$ cat src/rtl/wait_sequencer_if.sv
// Z80 wait-control bus shared by the CPU side and the wait sequencer.
//   nm1      : Z80 /M1, active-low (driven by the CPU)
//   niorq    : Z80 /IORQ, active-low (driven by the CPU)
//   nextwait : external wait requests, one bit per device, active-low
//   nwait    : Z80 /WAIT, active-low (driven by the sequencer)
// The master modport is the CPU/device side; the slave modport is the sequencer.
interface wait_sequencer_if;
    logic       nm1;
    logic       niorq;
    logic [3:0] nextwait;
    logic       nwait;

    modport master (
        output nm1,
        output niorq,
        output nextwait,
        input  nwait
    );

    modport slave (
        input  nm1,
        input  niorq,
        input  nextwait,
        output nwait
    );
endinterface

$ cat src/rtl/wait_sequencer.sv
// Z80 wait-state sequencer.
// Inserts a configurable number of wait states on every opcode fetch (M1) and
// every I/O cycle, and passes external per-device wait requests straight
// through to /WAIT. An external request that is held for TIMEOUT clocks is
// masked until it is released, and a sticky timeout flag is raised.
//
// Ports:
//   clk         : Z80 CPU clock, all state updates on its rising edge
//   nrst        : asynchronous active-low reset
//   bus         : slave side of wait_sequencer_if (nm1, niorq, nextwait -> nwait)
//   m1_waits    : wait states per opcode fetch (0-3), sampled at M1 start
//   io_waits    : wait states per I/O cycle (0-7), sampled at I/O start
//   timeout_clr : one-clock active-high clear of the timeout flag
//   timeout     : sticky flag, an external request hit TIMEOUT
module wait_sequencer #(
    parameter int unsigned TIMEOUT = 255
) (
    input  logic                   clk,
    input  logic                   nrst,
    wait_sequencer_if.slave        bus,
    input  logic [1:0]             m1_waits,
    input  logic [2:0]             io_waits,
    input  logic                   timeout_clr,
    output logic                   timeout
);

    localparam logic [7:0] TimeoutCount = 8'(TIMEOUT);

    typedef enum logic [0:0] {StIdle, StInsert} state_e;

    state_e     state_q, state_d;
    logic [2:0] count_q, count_d;
    logic       prev_nm1_q, prev_niorq_q;
    logic       m1_armed_q;
    logic [7:0] tcnt_q, tcnt_d;
    logic       mask_q, mask_d;
    logic       timeout_q, timeout_d;

    logic       m1_start, io_start, start;
    logic [2:0] start_count;
    logic       any_req, ext_active, wait_int, timeout_set;

    // Start detection. m1_armed_q blocks an M1 start after reset until nm1 has
    // been seen high, so a reset released in the middle of an M1 cycle waits
    // for the next genuine falling edge of nm1.
    // An I/O start needs nm1 high, so an interrupt acknowledge (nm1 and niorq
    // both low) only ever gets the M1 start it already took.
    assign m1_start    = ~bus.nm1 & prev_nm1_q & m1_armed_q;
    assign io_start    = ~bus.niorq & prev_niorq_q & bus.nm1;
    assign start       = m1_start | io_start;
    assign start_count = m1_start ? {1'b0, m1_waits} : io_waits;

    assign any_req     = ~&bus.nextwait;
    assign ext_active  = any_req & ~mask_q;

    // State register.
    always_ff @(posedge clk or negedge nrst) begin
        if (!nrst) begin
            state_q      <= StIdle;
            count_q      <= 3'd0;
            prev_nm1_q   <= 1'b1;
            prev_niorq_q <= 1'b1;
            m1_armed_q   <= 1'b0;
            tcnt_q       <= 8'd0;
            mask_q       <= 1'b0;
            timeout_q    <= 1'b0;
        end else begin
            state_q      <= state_d;
            count_q      <= count_d;
            prev_nm1_q   <= bus.nm1;
            prev_niorq_q <= bus.niorq;
            if (bus.nm1) begin
                m1_armed_q <= 1'b1;
            end
            tcnt_q       <= tcnt_d;
            mask_q       <= mask_d;
            timeout_q    <= timeout_d;
        end
    end

    // Next-state logic for the wait-insertion FSM.
    always_comb begin
        state_d = state_q;
        count_d = count_q;
        if (start) begin
            // A start always reloads, even mid-INSERT; a zero count stays idle.
            count_d = start_count;
            state_d = (start_count != 3'd0) ? StInsert : StIdle;
        end else begin
            case (state_q)
                StIdle: begin
                    state_d = StIdle;
                end
                StInsert: begin
                    count_d = count_q - 3'd1;
                    if (count_q == 3'd1) begin
                        state_d = StIdle;
                    end
                end
                default: begin
                    state_d = StIdle;
                end
            endcase
        end
    end

    // Next-state logic for the external-request timeout.
    always_comb begin
        tcnt_d      = tcnt_q;
        mask_d      = mask_q;
        timeout_set = 1'b0;
        if (!any_req) begin
            tcnt_d = 8'd0;
            mask_d = 1'b0;
        end else if (!mask_q) begin
            tcnt_d = tcnt_q + 8'd1;
            if (tcnt_d == TimeoutCount) begin
                mask_d      = 1'b1;
                timeout_set = 1'b1;
            end
        end
        // Set wins over a coincident clear.
        if (timeout_set) begin
            timeout_d = 1'b1;
        end else if (timeout_clr) begin
            timeout_d = 1'b0;
        end else begin
            timeout_d = timeout_q;
        end
    end

    // Outputs. The external path is combinational so a request reaches /WAIT
    // in the same half-cycle; internal waits are never masked.
    always_comb begin
        wait_int  = (state_q == StInsert);
        bus.nwait = ~(wait_int | ext_active);
        timeout   = timeout_q;
    end

endmodule

$ cat src/flat_wrapper.sv
// flat-port wrapper written by rule: the top's interface ports become plain ports
module wait_sequencer_flat 
#(
    parameter int unsigned TIMEOUT = 255
)
  (clk, nrst, m1_waits, io_waits, timeout_clr, timeout, bus_nm1, bus_niorq, bus_nextwait, bus_nwait);
  wait_sequencer_if bus_i ();
  input  logic clk;
  input  logic nrst;
  input  logic [1:0] m1_waits;
  input  logic [2:0] io_waits;
  input  logic timeout_clr;
  output logic timeout;
  input wire logic [$bits(bus_i.nm1)-1:0] bus_nm1;
  input wire logic [$bits(bus_i.niorq)-1:0] bus_niorq;
  input wire logic [$bits(bus_i.nextwait)-1:0] bus_nextwait;
  output wire logic [$bits(bus_i.nwait)-1:0] bus_nwait;
  assign bus_i.nm1 = bus_nm1;
  assign bus_i.niorq = bus_niorq;
  assign bus_i.nextwait = bus_nextwait;
  assign bus_nwait = bus_i.nwait;
  wait_sequencer #(.TIMEOUT(TIMEOUT)) u_core (.clk(clk), .nrst(nrst), .bus(bus_i), .m1_waits(m1_waits), .io_waits(io_waits), .timeout_clr(timeout_clr), .timeout(timeout));
endmodule
$ cat config.mk
export PLATFORM = sky130hd
export DESIGN_NAME = wait_sequencer_flat
export DESIGN_NICKNAME = d
export VERILOG_FILES = /design/src/rtl/wait_sequencer_if.sv /design/src/rtl/wait_sequencer.sv /design/src/flat_wrapper.sv
export SDC_FILE = /design/constraint.sdc
export NUM_CORES = 1
export LEC_CHECK = 0
export ABC_AREA = 1
export CORE_AREA = 5 5 61 63
export CTS_CLUSTER_DIAMETER = 30
export CTS_CLUSTER_SIZE = 10
export DETAILED_ROUTE_END_ITERATION = 6
export DIE_AREA = 0 0 66 68
export PLACE_DENSITY_LB_ADDON = 0.2
export RECOVER_POWER = 100
export SLEW_MARGIN = 10
export SYNTH_ARGS = -nofsm -noshare
export SYNTH_HDL_FRONTEND = slang
export SYNTH_SLANG_ARGS = --single-unit
$ cat constraint.sdc
create_clock -name clk -period 1.4 [get_ports clk]
set_input_delay 0.14 -clock clk [delete_from_list [all_inputs] [get_ports clk]]
set_output_delay 0.14 -clock clk [all_outputs]
set_load 0.01 [all_outputs]
==> results of run 1 <==
==> through the flow <==
step	setup slack [ps]	instance area, µm²	util [%]	hold slack, ps
2_1_floorplan	176	925	-	-156
3_3_place_gp	-213	1180	37.0	454
3_5_place_dp	-216	1180	37.0	474
4_1_cts	42.0	1200	37.8	151
5_1_grt	-17.0	1240	39.1	396
6_report	70.4	1240	39.1	398
==> layer usage <==
metal  vias to the layer above  track usage [%]  wire [µm]
met5                         -                0          0
met4                         0             5.33         16
met3                         2             3.78        131
met2                        23             17.9        964
met1                       385             11.6        924
li1                        430                -          -
==> layout make-up <==
| class | instances | area (µm²) |
|---|---|---|
| Fill cell | 319 | 1940 |
| Multi-Input combinational cell | 79 | 449 |
| Sequential cell | 17 | 428 |
| Timing Repair Buffer | 23 | 209 |
| Inverter | 19 | 73.8 |
| Tap cell | 46 | 57.6 |
| Clock buffer | 4 | 26.3 |
==> logic make-up after synthesis <==
kind of cell             after synthesis
AND/OR/NAND/NOR                       58
buffers and inverters                 19
flip-flops                            17
AO/OA/AOI/OAI                         16
adder cells (fa/ha/maj)                4
XOR/XNOR                               1
==> sequential cells by signal, summed over array words and instances (netlist names) <==
name,flops
u_core.timeout,1
u_core.m1_armed_q,1
u_core.count_q,3
u_core.mask_q,1
u_core.state_q,1
u_core.tcnt_q,8
u_core.prev_nm1_q,1
u_core.prev_niorq_q,1
==> power by group through the flow <==
| stage | combinational, µW | clock (µW) | sequential [µW] |
|---|---|---|---|
| after floorplan | 475 | 0 | 783 |
| after global placement | 667 | 0 | 792 |
| after detailed placement | 694 | 0 | 797 |
| after CTS | 694 | 288 | 788 |
| after global routing | 882 | 314 | 843 |
| final | 765 | 268 | 816 |
==> synthesized netlist by cell type (all sizes together) <==
cell type | number | area, µm²
clkinv | 1 | 3.75
nor2 | 11 | 53.8
inv | 18 | 67.6
dfstp | 2 | 52.6
nand4 | 4 | 31.3
or2 | 3 | 18.8
o22ai | 4 | 25.0
a21oi | 1 | 5.00
ha | 4 | 50.1
nand3 | 10 | 55.1
nand2 | 30 | 113
o211ai | 4 | 30.0
xnor2 | 1 | 8.76
o21ai | 7 | 35.0
dfrtp | 15 | 375
==> what timing repair did <==
action / CTS / global route
gates resized for setup: 1 / 9
pin swaps: 0 / 5
buffers inserted: 0 / 2
endpoints found under the setup margin: 1 / 4
==> final timing paths <==
kind	startpoint	endpoint	slack (ps)	cells past startpoint
worst min register to register	u_core.timeout	u_core.timeout	490	2
worst max-delay path	bus_nextwait[2]	bus_nwait	70	6
worst min-delay path	timeout_clr	u_core.timeout	400	4
min in group asynchronous	nrst	u_core.timeout	490	2
max in group asynchronous	nrst	u_core.state_q	320	2
worst max register to register	u_core.tcnt_q[1]	u_core.timeout	110	8
==> worst max-delay path, cell delays in order <==
cell and delay, ps:
sky130_fd_sc_hd__clkdlybuf4s50_1 450, sky130_fd_sc_hd__nand4_1 130, sky130_fd_sc_hd__inv_2 90, sky130_fd_sc_hd__nor2_4 40, sky130_fd_sc_hd__nor2_1 70, sky130_fd_sc_hd__dlygate4sd2_1 270
==> out/qor_table.md, run 1 <==
| Item | This run |
| --- | --- |
| Setup repair after global routing missed its margin | true |
| Final setup violation count | 0 |
| Post-layout minimum cycle time | 1330 ps |
| Required time of the worst setup path | 1260 ps |
| Total inserted antenna cells | 0 |
| Final #Nets | 161 |
| Final Skew | 7.24 ps |
| Path category of the worst min-delay check | primary input to register |
| Port Buf Inserts | 15 |
| Clock transition at the registers of the reported paths | 100 ps |
| Critical Path Start Type | primary input |
| Max_slew headroom | 36.5% |
| Clock Sinks | 17 |
| Pin count of the biggest net entering global routing | 18 |
| Max-capacitance violation count | 0 |
| Post-detailed-route count of antenna-violating nets | 0 |
| Net switching share of the total power | 39.7% |
| Vias in the first global route | 839 |
| Library cell used as clock root buffer | sky130_fd_sc_hd__clkbuf_4 |
| Global-route wire length before repair | 3550 µm |
| Total die area | 0.00449 mm² |
| Number of design rule violations left after detail routing | 0 |
| Net Switching | 735 µW |
| Net count of the mapped netlist | 133 |
| Sequential share of power | 44.1% |
| Final TNS setup | 0 ps |
| Worst Path Arrival | 1190 ps |
| Largest fanout on the critical path | 2 |
| XOR/XNOR share of the synthesized area | 0.947% |
| Netlist area before placement | 925 µm² |
| Iteration count of the initial detailed-routing pass | 4 |
| Combinational fraction of design power | 41.4% |
| Tot Pwr | 1850 µW |
| WL per Instance | 10.8 µm |
| Later-pin clock latency in the skew report | 290 ps |
| CTS tree | yes |
| Category of the critical setup timing path | primary input to output pin |
| Number of placement rows | 21 |
| Clock H-tree levels | 1 |
| Cell Count Post-Placement | 182 |
| Initial core utilization | 29.1% |
| Number of failing hold endpoints at the final stage | 0 |
| Most common cell after layout, fill and taps aside | sky130_fd_sc_hd__nand2_1 |
| Portion of the clock cycle consumed by the worst path in the final layout | 95.0% |
| Number of distinct library cell variants in the gate-level netlist after synthesis | 22 |
| Status | finished clean |
| Inserted Clock Buffers | 3 |
| Internal power consumption | 1110 µW |
| Power Dens Cells | 1490 mW/mm² |
| Fraction of final layout cells with drive strength greater than 1 | 16.2% |
| Die W | 66 µm |
| Simple-Gate Fraction of Synth Area | 29.4% |
| Post-cts hold buffer count | 0 |
| Combinational family with the most area after synthesis | simple AND/OR/NAND/NOR gates |
| Leading cell types in the layout, fill and taps excluded | 30 x sky130_fd_sc_hd__nand2_1, 15 x sky130_fd_sc_hd__inv_1, 15 x sky130_fd_sc_hd__dfrtp_1 |
| Mux contribution to synthesized area | 0% |
| Syn Inst Count | 115 |
| Measured slew at the worst slew-check pin | 953 ps |
| Vias post-DR | 840 |
| Lkg Pwr | 0.000563 µW |
| Count of pins over their slew limit | 0 |
| Post-Route WL | 2040 µm |
| Routability cong. | 0.743 |
| Maximum frequency from static timing analysis | 752 MHz |
| Number of warnings printed during yosys synthesis | 0 |
| #FFs+latches synth | 17 |
| Syn Area/Cell | 8.04 µm² |
| Synthesized-area fraction occupied by ao, oa, aoi and oai cells | 10.3% |
| Post-detailed-route via-to-cell ratio | 4.47 |
| Number of top-level pins | 16 |
| Placeable core region | 0.00318 mm² |
| Arithmetic-cell share of the synthesized area counting full adders, half adders and majority gates | 5.41% |
| Max IR drop VDD | 0.000647 V |
| Non-Filler Instances | 188 |
| Element type at the critical path end | output pin |
| Count of routing violations after the opening detailed-route iteration | 36 |
| Sequential fraction of the synthesis area | 46.3% |
| Antenna violations before repair | 0 |
| Half-perimeter wire length after detailed placement | 1540 µm |
| Share of total power in the clock network | 14.5% |
| Maximum clock insertion buffer count | 2 |
| Overall track demand over capacity in global routing | 10.5% |
| Layout area overhead | 34.5% |
| Vertical extent of the die | 68 µm |
| Grt ovf | 0 |
Note: power is estimated with default switching activity, not from simulation.
==> inputs of run 2 (changes only) <==
CORE_AREA = 2 2 58 60   (was 5 5 61 63)
DIE_AREA = 0 0 60 62   (was 0 0 66 68)
SLEW_MARGIN = 20   (was 10)
==> run 2 against run 1 <==
Cell count shrank 0.53%. Critical path depth did not move. Die area is 17% lower. Global-route usage increased by 1.5 points. Non-clock buffer count fell by 1. Via count unchanged. Clock skew about the same. Sequential cell count stayed put. Combinational power shrank 6.5%.
==> out/qor_table.md, run 2 (synthesized netlist as in run 1, its figures left out) <==
| Item | This run |
| --- | --- |
| Status | finished clean |
| Register name with the most flops | u_core.tcnt_q |
| Initial core utilization | 29.1% |
| Number of placement rows | 21 |
| Slowest cell on the critical path | sky130_fd_sc_hd__clkdlybuf4s50_1 |
| Number of gates on the worst path with buffers counted | 6 |
| Port Buf Inserts | 15 |
| Kind of cell adding the most delay to the critical path | buffers and inverters |
| Maximum clock insertion buffer count | 2 |
| Clock H-tree levels | 1 |
| Post-Route WL | 1960 µm |
| Post-layout minimum cycle time | 1340 ps |
| Lkg Pwr | 0.000552 µW |
| Final setup violation count | 0 |
| Internal power consumption | 1070 µW |
| Area after DPL | 0.00118 mm² |
| Grt ovf | 0 |
| Cells traversed along the worst timing path | clkdlybuf4s50_1, nand4_1, inv_2, nor2_4, nor2_1, dlygate4sd2_1 |
| Number of failing hold endpoints at the final stage | 0 |
| Largest fanout on the critical path | 2 |
| Clock transition at the registers of the reported paths | 110 ps |
| Final Hold Slack | 404 ps |
| Critical Path Start Type | primary input |
| Flip-flop count of the largest register, all copies and words added | 8 |
| Total inserted antenna cells | 0 |
| Sequential share of power | 44.5% |
| Half-perimeter wire length after detailed placement | 1520 µm |
| Element type at the critical path end | output pin |
| Share of total power in the clock network | 15.4% |
| CTS tree | yes |
| Number of top-level pins | 16 |
| Library cell used as clock root buffer | sky130_fd_sc_hd__clkbuf_4 |
| Final Skew | 7.34 ps |
| Maximum frequency from static timing analysis | 748 MHz |
| Required time of the worst setup path | 1260 ps |
| Vias in the first global route | 796 |
| CP bufs+invs | 3 |
| Portion of the clock cycle consumed by the worst path in the final layout | 95.5% |
| Worst flop-to-flop path startpoint | u_core.tcnt_q[0] |
| Placeable core region | 0.00318 mm² |
| WL per Instance | 10.5 µm |
| Final #Nets | 160 |
| Count of routing violations after the opening detailed-route iteration | 33 |
| Antenna violations before repair | 0 |
| CP Launch Point | bus_nextwait[2] |
| Path category of the worst min-delay check | primary input to register |
| Vertical extent of the die | 62 µm |
| Flop2flop setup slack | 110 ps |
| Max_slew headroom | 37.6% |
| Pin count of the biggest net entering global routing | 18 |
| Critical Path Max Stage Delay | 450 ps |
| Clock Sinks | 17 |
| Overall track demand over capacity in global routing | 12.0% |
| Net switching share of the total power | 39.7% |
| Vias post-DR | 840 |
| Post-detailed-route count of antenna-violating nets | 0 |
| Max-capacitance violation count | 0 |
| Setup repair after global routing missed its margin | false |
| Die W | 60 µm |
| Final instance area | 0.00121 mm² |
| Net Switching | 707 µW |
| Most common cell after layout, fill and taps aside | sky130_fd_sc_hd__nand2_1 |
| Max IR drop VDD | 0.000439 V |
| Endpoint of the most critical register-to-register path | u_core.timeout |
| Layout area overhead | 31.0% |
| Largest registers in the final layout | u_core.tcnt_q x8, u_core.count_q x3 |
| Capture point of the worst path | bus_nwait |
| Iteration count of the initial detailed-routing pass | 4 |
| Post-detailed-route via-to-cell ratio | 4.49 |
| Global-route wire length before repair | 3310 µm |
| Inserted Clock Buffers | 3 |
| Number of design rule violations left after detail routing | 0 |
| Combinational fraction of design power | 40.2% |
| Leading cell types in the layout, fill and taps excluded | 30 x sky130_fd_sc_hd__nand2_1, 15 x sky130_fd_sc_hd__inv_1, 15 x sky130_fd_sc_hd__dfrtp_1 |
| Later-pin clock latency in the skew report | 300 ps |
| Final critical-path setup slack | 63.1 ps |
| Fraction of final layout cells with drive strength greater than 1 | 15.6% |
| Measured slew at the worst slew-check pin | 936 ps |
| Total die area | 0.00372 mm² |
| Count of pins over their slew limit | 0 |
| Category of the critical setup timing path | primary input to output pin |
| Worst setup slack after placement | -215 ps |
| Routability cong. | 0.723 |
| Worst reg-to-reg path cell count | 9 |
| Cell Count Post-Placement | 182 |
| Worst Path Arrival | 1200 ps |
| Non-Filler Instances | 187 |
| Share of the core filled with cells | 38.1% |
| Power Dens Cells | 1470 mW/mm² |
[run 2: worst min-delay path by stage]
stage,from,to,slack (ps),cells after the start
floorplan,nrst,u_core.count_q[0],-160,0
CTS,nrst,u_core.count_q[2],160,2
detailed placement,u_core.m1_armed_q,u_core.m1_armed_q,460,1
global route,bus_niorq,u_core.prev_niorq_q,400,1
global placement,u_core.m1_armed_q,u_core.m1_armed_q,450,1
finish,timeout_clr,u_core.timeout,400,4
[run 2: layout make-up]
class	count	area, µm²
Sequential cell	17	428
Multi-Input combinational cell	79	434
Timing Repair Buffer	22	194
Inverter	19	71.3
Tap cell	46	57.6
Fill cell	336	1970
Clock buffer	4	26.3
[run 2: layer usage]
layer / share of wire [%] / vias up / track usage, %
li1: - / 425 / -
met1: 46 / 392 / 14.2
met2: 48 / 19 / 20.8
met3: 5.3 / 4 / 3.11
met4: 1.2 / 0 / 5.08
met5: 0 / - / 0
[run 2: timing repair]
item,4_1_cts,5_1_grt
endpoints found under the setup margin,1,4
hold buffers,0,0
buffers inserted,0,1
gates resized for setup,1,6
pin swaps,0,2
[run 2: power groups by stage]
stage               clock [µW]  sequential [µW]  combinational (µW)
floorplan                    0              783                 475
global placement             0              794                 670
detailed placement           0              791                 700
CTS                        285              784                 699
global route               307              813                 822
finish                     273              791                 715
[run 2: per-stage QoR]
stage          setup TNS (ps)  power (µW)
4_1_cts                     0        1770
5_1_grt                     0        1940
3_3_place_gp             -312        1460
2_1_floorplan               0        1260
6_report                    0        1780
3_5_place_dp             -467        1490
[run 2: worst min-delay path, cell delays in order]
cell and delay, ps:
sky130_fd_sc_hd__clkdlybuf4s50_1 390, sky130_fd_sc_hd__inv_1 50, sky130_fd_sc_hd__nand2_1 40, sky130_fd_sc_hd__nand2_1 50
